===== src/rtl/hazard_ctrl_mc.sv =====
// Hazard controller for the 5-stage MIPS pipeline: load-use and branch-operand
// interlocks, a one-entry mul/div scoreboard, multi-slot flushes and perf counters.
module hazard_ctrl_mc #(
  parameter int REG_W       = 5,
  parameter int MD_LAT      = 8,
  parameter int FLUSH_SLOTS = 1,
  parameter int CNT_W       = 16
) (
  input  logic             clk,
  input  logic             rst_n,
  input  logic [REG_W-1:0] id_rs,
  input  logic [REG_W-1:0] id_rt,
  input  logic             id_uses_rs,
  input  logic             id_uses_rt,
  input  logic             id_branch,
  input  logic             id_taken,
  input  logic             id_jump,
  input  logic             id_md,
  input  logic [REG_W-1:0] id_dest,
  input  logic             ex_mem_read,
  input  logic             ex_reg_write,
  input  logic [REG_W-1:0] ex_dest,
  input  logic             mem_mem_read,
  input  logic             mem_reg_write,
  input  logic [REG_W-1:0] mem_dest,
  output logic             pc_ld,
  output logic             if_id_write,
  output logic             nop,
  output logic             flush,
  output logic             md_busy,
  output logic             md_done,
  output logic [REG_W-1:0] md_dest,
  output logic [CNT_W-1:0] stall_cnt,
  output logic [CNT_W-1:0] flush_cnt
);

  localparam int               MDC_W    = $clog2(MD_LAT + 1);
  localparam logic [MDC_W-1:0] MD_LAT_C = MDC_W'(MD_LAT);
  localparam logic [CNT_W-1:0] CNT_MAX  = '1;

  logic [MDC_W-1:0] md_cnt_q, md_cnt_d;
  logic [REG_W-1:0] md_dest_q, md_dest_d;
  logic             fl_pend_q, fl_pend_d;
  logic [CNT_W-1:0] stall_cnt_q, stall_cnt_d;
  logic [CNT_W-1:0] flush_cnt_q, flush_cnt_d;
  logic             stall, flush_start;

  // Register 0 is hard-wired, so it never creates a dependency.
  function automatic logic src_hit(input logic [REG_W-1:0] src, input logic use_src,
                                   input logic [REG_W-1:0] dst);
    return use_src && (src != '0) && (src == dst);
  endfunction

  function automatic logic any_src_hit(input logic [REG_W-1:0] dst);
    return src_hit(id_rs, id_uses_rs, dst) || src_hit(id_rt, id_uses_rt, dst);
  endfunction

  function automatic logic [CNT_W-1:0] sat_inc(input logic [CNT_W-1:0] v, input logic en);
    return (en && (v != CNT_MAX)) ? v + CNT_W'(1) : v;
  endfunction

  always_comb begin
    md_busy = (md_cnt_q != '0);
    md_done = (md_cnt_q == MDC_W'(1));

    stall = (ex_mem_read && any_src_hit(ex_dest))
         || (id_branch && ex_reg_write && any_src_hit(ex_dest))
         || (id_branch && (mem_reg_write || mem_mem_read) && any_src_hit(mem_dest))
         || (md_busy && any_src_hit(md_dest_q))
         || (md_busy && (id_dest == md_dest_q) && (id_dest != '0))
         || (md_busy && id_md);

    // A start while a pending slot is active is absorbed by that slot.
    flush_start = !stall && (id_jump || (id_branch && id_taken)) && !fl_pend_q;
    flush       = flush_start || fl_pend_q;
    fl_pend_d   = (FLUSH_SLOTS == 2) && flush_start;

    pc_ld       = !stall;
    if_id_write = !stall;
    nop         = stall;

    md_cnt_d  = md_cnt_q;
    md_dest_d = md_dest_q;
    if (id_md && !stall) begin
      md_cnt_d  = MD_LAT_C;
      md_dest_d = id_dest;
    end else if (md_busy) begin
      md_cnt_d = md_cnt_q - MDC_W'(1);
    end

    stall_cnt_d = sat_inc(stall_cnt_q, stall);
    flush_cnt_d = sat_inc(flush_cnt_q, flush);
  end

  always_ff @(posedge clk or negedge rst_n) begin
    if (!rst_n) begin
      md_cnt_q    <= '0;
      md_dest_q   <= '0;
      fl_pend_q   <= 1'b0;
      stall_cnt_q <= '0;
      flush_cnt_q <= '0;
    end else begin
      md_cnt_q    <= md_cnt_d;
      md_dest_q   <= md_dest_d;
      fl_pend_q   <= fl_pend_d;
      stall_cnt_q <= stall_cnt_d;
      flush_cnt_q <= flush_cnt_d;
    end
  end

  assign md_dest   = md_dest_q;
  assign stall_cnt = stall_cnt_q;
  assign flush_cnt = flush_cnt_q;

endmodule


===== config.mk =====
export PLATFORM = sky130hd
export DESIGN_NAME = hazard_ctrl_mc
export DESIGN_NICKNAME = d
export VERILOG_FILES = /design/src/rtl/hazard_ctrl_mc.sv
export SDC_FILE = /design/constraint.sdc
export NUM_CORES = 1
export LEC_CHECK = 0
export BUFFER_PORTS_ARGS = -buffer_cell sky130_fd_sc_hd__clkbuf_2
export CORE_ASPECT_RATIO = 2
export CORE_MARGIN = 3
export CORE_UTILIZATION = 45
export CTS_BUF_LIST = sky130_fd_sc_hd__clkbuf_4 sky130_fd_sc_hd__clkbuf_8
export DETAILED_ROUTE_END_ITERATION = 10
export GPL_ROUTABILITY_DRIVEN = 0
export PLACE_DENSITY_LB_ADDON = 0.12
export SETUP_SLACK_MARGIN = 0.2
export SYNTH_ARGS = -nofsm -noshare
export SYNTH_HDL_FRONTEND = slang
export SYNTH_SLANG_ARGS = --single-unit

===== constraint.sdc =====
create_clock -name clk -period 2.35 [get_ports clk]
set_input_delay 0.235 -clock clk [delete_from_list [all_inputs] [get_ports clk]]
set_output_delay 0.235 -clock clk [all_outputs]
set_load 0.03 [all_outputs]

**After elaboration in Yosys (flattened, before gate mapping)**

Index checks and enable logic that the tools add are counted.

- Flip-flop bits (word level): 41
- Bits of input ports: 37
- Output and inout port bits: 43
- Logic and storage cells: 57

- $add $sub $neg: 3
- Equal/unequal tests: 10
- Mux-type cells: 2
- Reductions and logical operators: 38

Operators with widths:

| kind | count |
|---|---|
| $eq 5x5->1 | 7 |
| $add 16x1->16 const B | 2 |
| $ne 16x16->1 const B | 2 |
| $logic_and 1x1->1 | 22 |
| $reduce_bool 5->1 | 3 |
| $logic_or 1x1->1 | 10 |
| $mux 4 | 2 |
| $eq 4x1->1 const B | 1 |
| $reduce_bool 4->1 | 1 |
| $sub 4x1->4 const B | 1 |
| $reduce_bool 2->1 | 1 |
| $logic_not 1->1 | 1 |

**Depth between registers and ports, before layout**

Gate-level depths: netlist of run 1.

- Depth in word-level cells: 13
- Gate-level depth with buffers: 10
- Depth with buffers taken out: 9

**Worst setup path before layout of run 1**

No wires, ideal clock.

- Path type: register to output
- Start point: register md_dest_q[1] (netlist: md_dest[1])
- End point: output port flush
- Arrival time: 2.071 ns
- Path slack: 0.044 ns
- Stages on the path, launching flop included: 9
- Cell sequence: dfrtp_1 > clkbuf_1 > o41ai_1 > a211oi_1 > nor3_2 > o211a_1 > buf_6 > inv_4 > nor2_1

- Word-level cells in the longest chain between the ends: 9

RTL lines:

| what | RTL line | RTL |
|---|---|---|
| start: declaration | 42 | `logic [REG_W-1:0] md_dest_q, md_dest_d;` |
| start signal: assignment | 104 | `md_dest_q <= md_dest_d;` |
| $eq 5x5->1 | 51 | `return use_src && (src != '0) && (src == dst);` |
| $logic_and 1x1->1 | 51 |  |
| $logic_or 1x1->1 | 55 | `return src_hit(id_rs, id_uses_rs, dst) \|\| src_hit(id_rt, id_uses_rt, dst);` |
| $logic_and 1x1->1 | 69 | `\|\| (md_busy && any_src_hit(md_dest_q))` |
| $logic_or 1x1->1 | 69 |  |
| $logic_or 1x1->1 (*) | 70 | `\|\| (md_busy && (id_dest == md_dest_q) && (id_dest != '0))` |
| $logic_or 1x1->1 (*) | 71 | `\|\| (md_busy && id_md);` |
| named net nop | 28 | `output logic nop,` |
| $logic_not 1->1 (*) | 74 | `flush_start = !stall && (id_jump \|\| (id_branch && id_taken)) && !fl_pend_q;` |
| $logic_and 1x1->1 (*) | 74 |  |
| end: declaration | 29 | `output logic flush,` |

Mark *: on every way through the listed nets, which the timed path passes. The rest lies on a longest branch.

**Final worst setup path of run 1**

- Start point: input port id_rt[1]
- End point: output port flush

- Word-level cells in the longest chain between the ends: 12

RTL lines:

| what | RTL line | RTL |
|---|---|---|
| start: declaration | 12 | `input logic [REG_W-1:0] id_rt,` |
| $reduce_bool 5->1 | 51 |  |
| $logic_and 1x1->1 (2 in a row) | 51 |  |
| $logic_or 1x1->1 | 55 |  |
| $logic_and 1x1->1, on equally long branches | 66, 67 |  |
| $logic_or 1x1->1 | 67 | `\|\| (id_branch && ex_reg_write && any_src_hit(ex_dest))` |
| $logic_or 1x1->1 | 68 | `\|\| (id_branch && (mem_reg_write \|\| mem_mem_read) && any_src_hit(mem_dest))` |
| $logic_or 1x1->1 (*) | 69 |  |
| $logic_or 1x1->1 (*) | 70 |  |
| $logic_or 1x1->1 (*) | 71 |  |
| $logic_not 1->1 (*) | 74 |  |
| $logic_and 1x1->1 (*) | 74 |  |

Mark *: on every way between the ends. The rest lies on a longest branch, timed or not.

==> reports/results.tsv, run 1 <==
stage	metric	value	unit
place	numPortBuffers	79	
timing	fin_crit	2.358	ns
power	ir_worst_vdd	1.055	mV
power	pwr-share-seq	0.319	
floorplan	die-width	58.61	um
critical_path	rr_endpoint	stall_cnt[13]	
clock_network	clock_sinks	41	
detailed_routing	routed_via_density	5.471	
critical_path	crit_path_start_kind	input pin	
final_layout	nets	410	
critical_path	crit_type	in -> out	
final_layout	n_fill_cell	409	
critical_path	r2r_cells	11	
timing	hold_slack	-0.01934	ns
logic_synthesis	ys_types	40	
timing	finalHoldViolations	10	
clock_network	cts_buffer_depth	2	
logic_synthesis	ys_ff_latch	41	
critical_path	r2r_slack	0.04	ns
detailed_routing	drc	0	
critical_path	r2r_start	md_dest[0]	
power	pwr-share-clk	0.162	
clock_network	cts_tree	built	
logic_synthesis	syn_area_per_cell	10.00	sq um
hold_path	hp-class	in -> async	
timing	tightestPinTransition	0.5322	ns
timing	rsz0062_at_grt	yes	
place	place_ws	-0.1900	ns
timing	slew_violations	0	
critical_path	critPathArrivalTime	2.12	ns
critical_path	worst_setup_path_end_kind	output port	
logic_synthesis	synth_nets	291	
global_route	grt_pass1_wl	11090	um
timing	finalClockSkew	0.007878	ns
critical_path	crit_required	2.12	ns
logic_synthesis	yosysWarningCount	0	
clock_network	numCtsBuffers	5	
final_layout	area_delta_synth_final	50.53	%
floorplan	std_cell_rows	37	
global_route	grt_max_degree	42	
power	switching_power	1580	uW
floorplan	dieHeight	111.2	um
power	swShare	0.4296	
job	maxCapViolCount	0	
floorplan	core_area	0.005231	sq mm
timing	max_freq	424.2	MHz
global_route	grt_overflow	0	
clock_network	htreeDepth	2	
critical_path	crit_path_max_fanout	4	
power	p_leak	0.001801	uW
detailed_routing	dr.pass1.iters	4	
global_route	grt_util_met3	0.02797	
global_route	grt_usage	0.2214	
outcome	failed_checks	negative hold slack, negative setup slack	
detailed_routing	drt_iter0_drc	70	
floorplan	io_pins	80	
final_layout	drive_above_1_share	0.5095	
global_route	grt_pass1_vias	2309	
global_route	antenna_found_initial	0	
logic_synthesis	synth_cells	249	
detailed_routing	wl_per_cell	17.00	um
clock_network	clk_pin_slew	0.08	ns
power	p_per_area	981.0	mW/mm^2
outcome	outcome	finished, violations left	
clock_network	clk_latency	0.30	ns
power	p_int	2098	uW
global_route	grtUsageMet2	0.4212	
timing	fin_crit_sh	1.003	
place	place_hpwl	5243	um
final_layout	register_area	0.001031	sq mm
logic_synthesis	synth.cell_area	0.002491	sq mm
global_route	grt_use_met1	0.2262	
timing	fin_ws	-0.007503	ns
detailed_routing	routed_wl	7259	um
detailed_routing	drtAntennaViolNets	0	
final_layout	multi_input_area	0.001707	sq mm
detailed_routing	vias	2336	
place	placed_area	0.003154	sq mm
power	combPwrFrac	0.520	
floorplan	start_util	0.4762	
clock_network	clock-root-buffer	clkbuf_8	
timing	finalSetupViolations	1	
final_layout	stdcell_area	0.003750	sq mm
global_route	busiest_layer	met2	
timing	slew_headroom	0.6419	
floorplan	die-area	0.006519	sq mm
logic_synthesis	synth.yosys.seq_area_share	0.4119	
final_layout	antennaDiodeCount	0	
==> placed cells by master (no fill, tap or decap), types with 3 or more instances in the layout <==
cell type   n
mux2_2      5
dfrtp_2     4
nor4_2      4
xnor2_2     5
nor4_4      5
xor2_1     33
nand3_1    13
buf_4      35
xnor2_1    26
nor4_1      6
nor2_1     10
clkbuf_2   75
nor3_1      3
nand2_1    14
nand4_1     6
buf_6       4
clkbuf_8    6
ha_1        4
dfrtp_1    37
buf_8       5
inv_1       5
and3_1      4
o21ai_0     3
o31ai_1     3
nand3_4     4
a21oi_1     4
nor3_2      6
==> state kept, by name (all words and copies together), names as in the netlist <==
name	count
flush_cnt	16
stall_cnt	16
md_dest	5
md_cnt_q	4
==> cells in the mapped netlist, drive strengths merged <==
cell type | count | area [sq um]
or3 | 1 | 6.260
xnor2 | 31 | 271.5
buf | 4 | 35.03
nor4b | 4 | 47.55
nand2 | 15 | 56.30
and4 | 1 | 8.760
a31oi | 1 | 6.260
or2 | 1 | 6.260
or4 | 3 | 22.52
o21ai | 5 | 32.53
a211oi | 1 | 7.510
nand4 | 6 | 37.54
and3 | 5 | 31.28
and2 | 2 | 12.51
a21o | 2 | 15.01
clkbuf | 5 | 18.77
mux2 | 7 | 78.82
o31ai | 3 | 22.52
xor2 | 33 | 289.0
a41oi | 1 | 8.760
o211a | 1 | 10.01
a21oi | 5 | 25.02
inv | 7 | 28.78
nand3 | 19 | 95.09
o41ai | 1 | 8.760
dfrtp | 41 | 1026
nor3b | 1 | 7.510
o211ai | 1 | 7.510
nor3 | 9 | 50.05
nor4 | 15 | 106.4
ha | 5 | 62.56
nor2 | 13 | 48.80
==> kinds of logic (layout without fill, tap and decap cells) <==
family          after synthesis  after routing  share of synthesized area
compound gates               21             21                    0.05776
xor+xnor                     64             64                     0.2250
fa+ha+maj                     5              5                    0.02511
buf+inv                      16            136                    0.03315
flops                        41             41                     0.4119
mux                           7              7                    0.03164
simple gates                 95             95                     0.2155
==> per-layer routing <==
layer,share of wire,vias up
met5,0,-
met4,0.025,0
met3,0.051,11
met2,0.57,70
met1,0.35,1131
li1,-,1124
==> layout make-up <==
class | count | share of cell area
clock inverters | 1 | 0.008008
flip-flops and latches | 41 | 0.2749
inverters | 7 | 0.009009
clock buffers | 7 | 0.02402
well taps | 58 | 0.01935
multi-input cells | 192 | 0.4551
repair buffers | 121 | 0.2095
==> power by group through the flow <==
| stage | Combinational (uW) | Clock (uW) | Sequential (uW) |
|---|---|---|---|
| 2_1_floorplan | 761 | 0 | 1450 |
| 3_3_place_gp | 1560 | 0 | 1160 |
| 3_5_place_dp | 1580 | 0 | 1170 |
| 4_1_cts | 1820 | 608 | 1160 |
| 5_1_grt | 2050 | 628 | 1210 |
| 6_report | 1910 | 595 | 1170 |
==> worst max-delay path: stages <==
cell and delay, ns:
clkbuf_2 0.11, or4_4 0.57, o21ai_4 0.24, nor4_1 0.10
a31oi_1 0.23, o211a_1 0.25, buf_12 0.14, inv_8 0.04
nor2_4 0.08, buf_8 0.13
==> through the flow <==
stage | power [uW] | setup TNS (ns) | instances | util
after floorplan | 2207 | 0 | 249 | -
after global placement | 2715 | -3.125 | 407 | 0.6030
after detailed placement | 2750 | -2.848 | 407 | 0.6030
after CTS | 3588 | 0 | 423 | 0.6778
after global routing | 3885 | -0.7562 | 427 | 0.7168
final | 3679 | -0.007503 | 427 | 0.7168
==> how the worst max path moves through the flow <==
stage | from | endpoint | slack [ns] | cells past startpoint
CTS | md_dest[3] | pc_ld | 0.03 | 7
floorplan | id_rt[1] | md_dest[4] | 0.19 | 8
finish | id_rt[1] | flush | -0.008 | 10
global placement | id_rt[2] | stall_cnt[13] | -0.19 | 10
global route | md_dest[0] | flush | -0.13 | 9
detailed placement | id_rt[2] | stall_cnt[13] | -0.19 | 10
==> what timing repair did <==
action | CTS | global route
setup endpoints to repair | 20 | 41
hold buffers | 0 | 0
gates resized for setup | 39 | 40
setup buffers | 7 | 4
gates cloned | 1 | 0
pin swaps | 23 | 12
No activity file was read; power rests on OpenSTA's default activity.
==> inputs of run 2 (changes only) <==
==> constraint.sdc (replaced) <==
create_clock -name clk -period 2.35 [get_ports clk]
set_input_delay 0.3525 -clock clk [delete_from_list [all_inputs] [get_ports clk]]
set_output_delay 0.3525 -clock clk [all_outputs]
set_load 0.03 [all_outputs]
==> run 2 against run 1 <==
Compared with the run above: the run ends with negative setup slack left; critical endpoint is now stall_cnt[1]; global-route usage up 1.5 points; largest power group unchanged; cell count increased by 0.23%; count of clock-buffer cells in the layout stayed put; sequential power about the same; power fell by 1.1%; worst hold slack better by 0.12 ns.
==> reports/results.tsv, run 2 (synthesis gave the netlist of run 1 again) <==
stage	metric	value	unit
floorplan	die-area	0.006519	sq mm
floorplan	dieHeight	111.2	um
power	p_per_area	947.7	mW/mm^2
critical_path	crit_type	in -> reg	
global_route	grt_overflow	0	
timing	finalSetupTns	-0.7007	ns
clock_network	htreeDepth	2	
final_layout	final_util	0.7338	
detailed_routing	drt_iter0_drc	75	
detailed_routing	routed_wl	7736	um
detailed_routing	drc	0	
timing	finalClockSkew	0.001834	ns
floorplan	start_util	0.4762	
outcome	failed_checks	negative setup slack	
timing	slew_violations	0	
critical_path	worstPathCellList	clkbuf_2 -> xor2_1 -> or4_1 -> nor4_4 -> nor3_2 -> o211a_1 -> buf_4 -> buf_4 -> buf_12 -> nor2_4 -> mux2_2	
timing	finalHoldViolations	0	
clock_network	cts_hold_buf	0	
power	swShare	0.4479	
critical_path	critPathArrivalTime	2.64	ns
critical_path	path_buf_inv	4	
timing	max_freq	409.4	MHz
power	ir_worst_vdd	0.8128	mV
global_route	grt_pass1_wl	11560	um
floorplan	die-width	58.61	um
floorplan	std_cell_rows	37	
clock_network	clock_sinks	41	
critical_path	crit_required	2.54	ns
clock_network	cts_buffer_depth	2	
timing	fin_crit	2.443	ns
global_route	grt_max_degree	42	
power	p_leak	0.001815	uW
global_route	grt_pass1_vias	2429	
critical_path	worst_setup_path_end_kind	flip-flop	
timing	tightestPinTransition	0.6631	ns
power	switching_power	1629	uW
final_layout	drive_above_1_share	0.5081	
place	place_hpwl	5461	um
critical_path	crit_path_start_kind	input pin	
critical_path	cpPeakStageDelay	0.61	ns
clock_network	clk_pin_slew	0.07	ns
critical_path	crit_family	simple AND/OR/NAND/NOR gates	
detailed_routing	wl_per_cell	18.07	um
final_layout	mostFrequentLayoutCell	clkbuf_2	
final_layout	nets	412	
power	p_int	2008	uW
timing	fin_ws	-0.09287	ns
timing	rsz0062_at_grt	yes	
detailed_routing	vias	2378	
final_layout	antennaDiodeCount	0	
timing	fin_crit_sh	1.040	
place	place_ws	-0.2309	ns
detailed_routing	routed_via_density	5.556	
global_route	antenna_found_initial	0	
job	maxCapViolCount	0	
global_route	grt_usage	0.2359	
timing	slew_headroom	0.5539	
detailed_routing	drtAntennaViolNets	0	
place	numPortBuffers	79	
final_layout	finalNonFillerCells	428	
timing	finalSetupViolations	12	
floorplan	io_pins	80	
final_layout	mostFrequentLayoutCells	clkbuf_2 (72), dfrtp_1 (38), buf_4 (35), xor2_1 (33), xnor2_1 (27)	
clock_network	clk_latency	0.30	ns
final_layout	area_delta_synth_final	54.09	%
floorplan	core_area	0.005231	sq mm
clock_network	numCtsBuffers	5	
power	combPwrFrac	0.542	
place	dpl.cell_count	410	
power	pwr-share-seq	0.324	
power	pwr-share-clk	0.134	
critical_path	path_common_cell	buf_4	
outcome	outcome	finished, violations left	
clock_network	cts_tree	built	
detailed_routing	dr.pass1.iters	4	
critical_path	crit_path_max_fanout	8	
critical_path	slowest_stage	or4_1	
clock_network	clock-root-buffer	clkbuf_8	
hold_path	hp-class	in -> async	
run 2: metal layers:
layer	global-route usage	share of wire	vias up
li1	-	-	1115
met2	0.4444	0.57	87
met3	0.03497	0.052	20
met1	0.2327	0.34	1156
met4	0.1210	0.036	0
met5	0	0	-
run 2: what timing repair did:
action / 4_1_cts / 5_1_grt
pin swaps: 13 / 19
buffers inserted: 3 / 7
endpoints found under the setup margin: 30 / 41
cloned: 0 / 1
gates resized for setup: 47 / 33
run 2: power by group through the flow:
stage                     Combinational, uW  Sequential, uW  Clock (uW)
after floorplan                         799            1450           0
after global placement                 1580            1170           0
after detailed placement               1600            1180           0
after CTS                              1800            1170         500
after global routing                   2110            1210         521
final                                  1970            1180         487
run 2: cell type report:
cell class                      count  area [sq um]
Clock buffer                        7         90.09
Fill cell                         386          1393
Inverter                            7         28.78
Multi-Input combinational cell    192          1777
Sequential cell                    41          1030
Tap cell                           58         72.57
Timing Repair Buffer              123         840.8
run 2: path summary, 6_finish.rpt:
| path | to | slack, ns | cells after the start | startpoint |
|---|---|---|---|---|
| worst max-delay path | stall_cnt[1] | -0.09 | 11 | ex_dest[2] |
| worst min-delay path | flush_cnt[4] | 0.10 | 2 | rst_n |
| worst max register to register | stall_cnt[1] | -0.04 | 10 | md_dest[1] |
| worst min register to register | stall_cnt[14] | 0.49 | 1 | stall_cnt[14] |
| max in group asynchronous | md_dest[3] | 1.86 | 2 | rst_n |
| min in group clk | md_dest[0] | 0.31 | 2 | id_dest[0] |
run 2: through the flow:
stage | hold slack, ns | area [sq um] | power (uW)
after floorplan | 0.05691 | 2576 | 2245
after global placement | 0.4437 | 3233 | 2749
after detailed placement | 0.4486 | 3233 | 2772
after CTS | 0.1191 | 3613 | 3476
after global routing | 0.1334 | 3839 | 3839
final | 0.1016 | 3839 | 3638
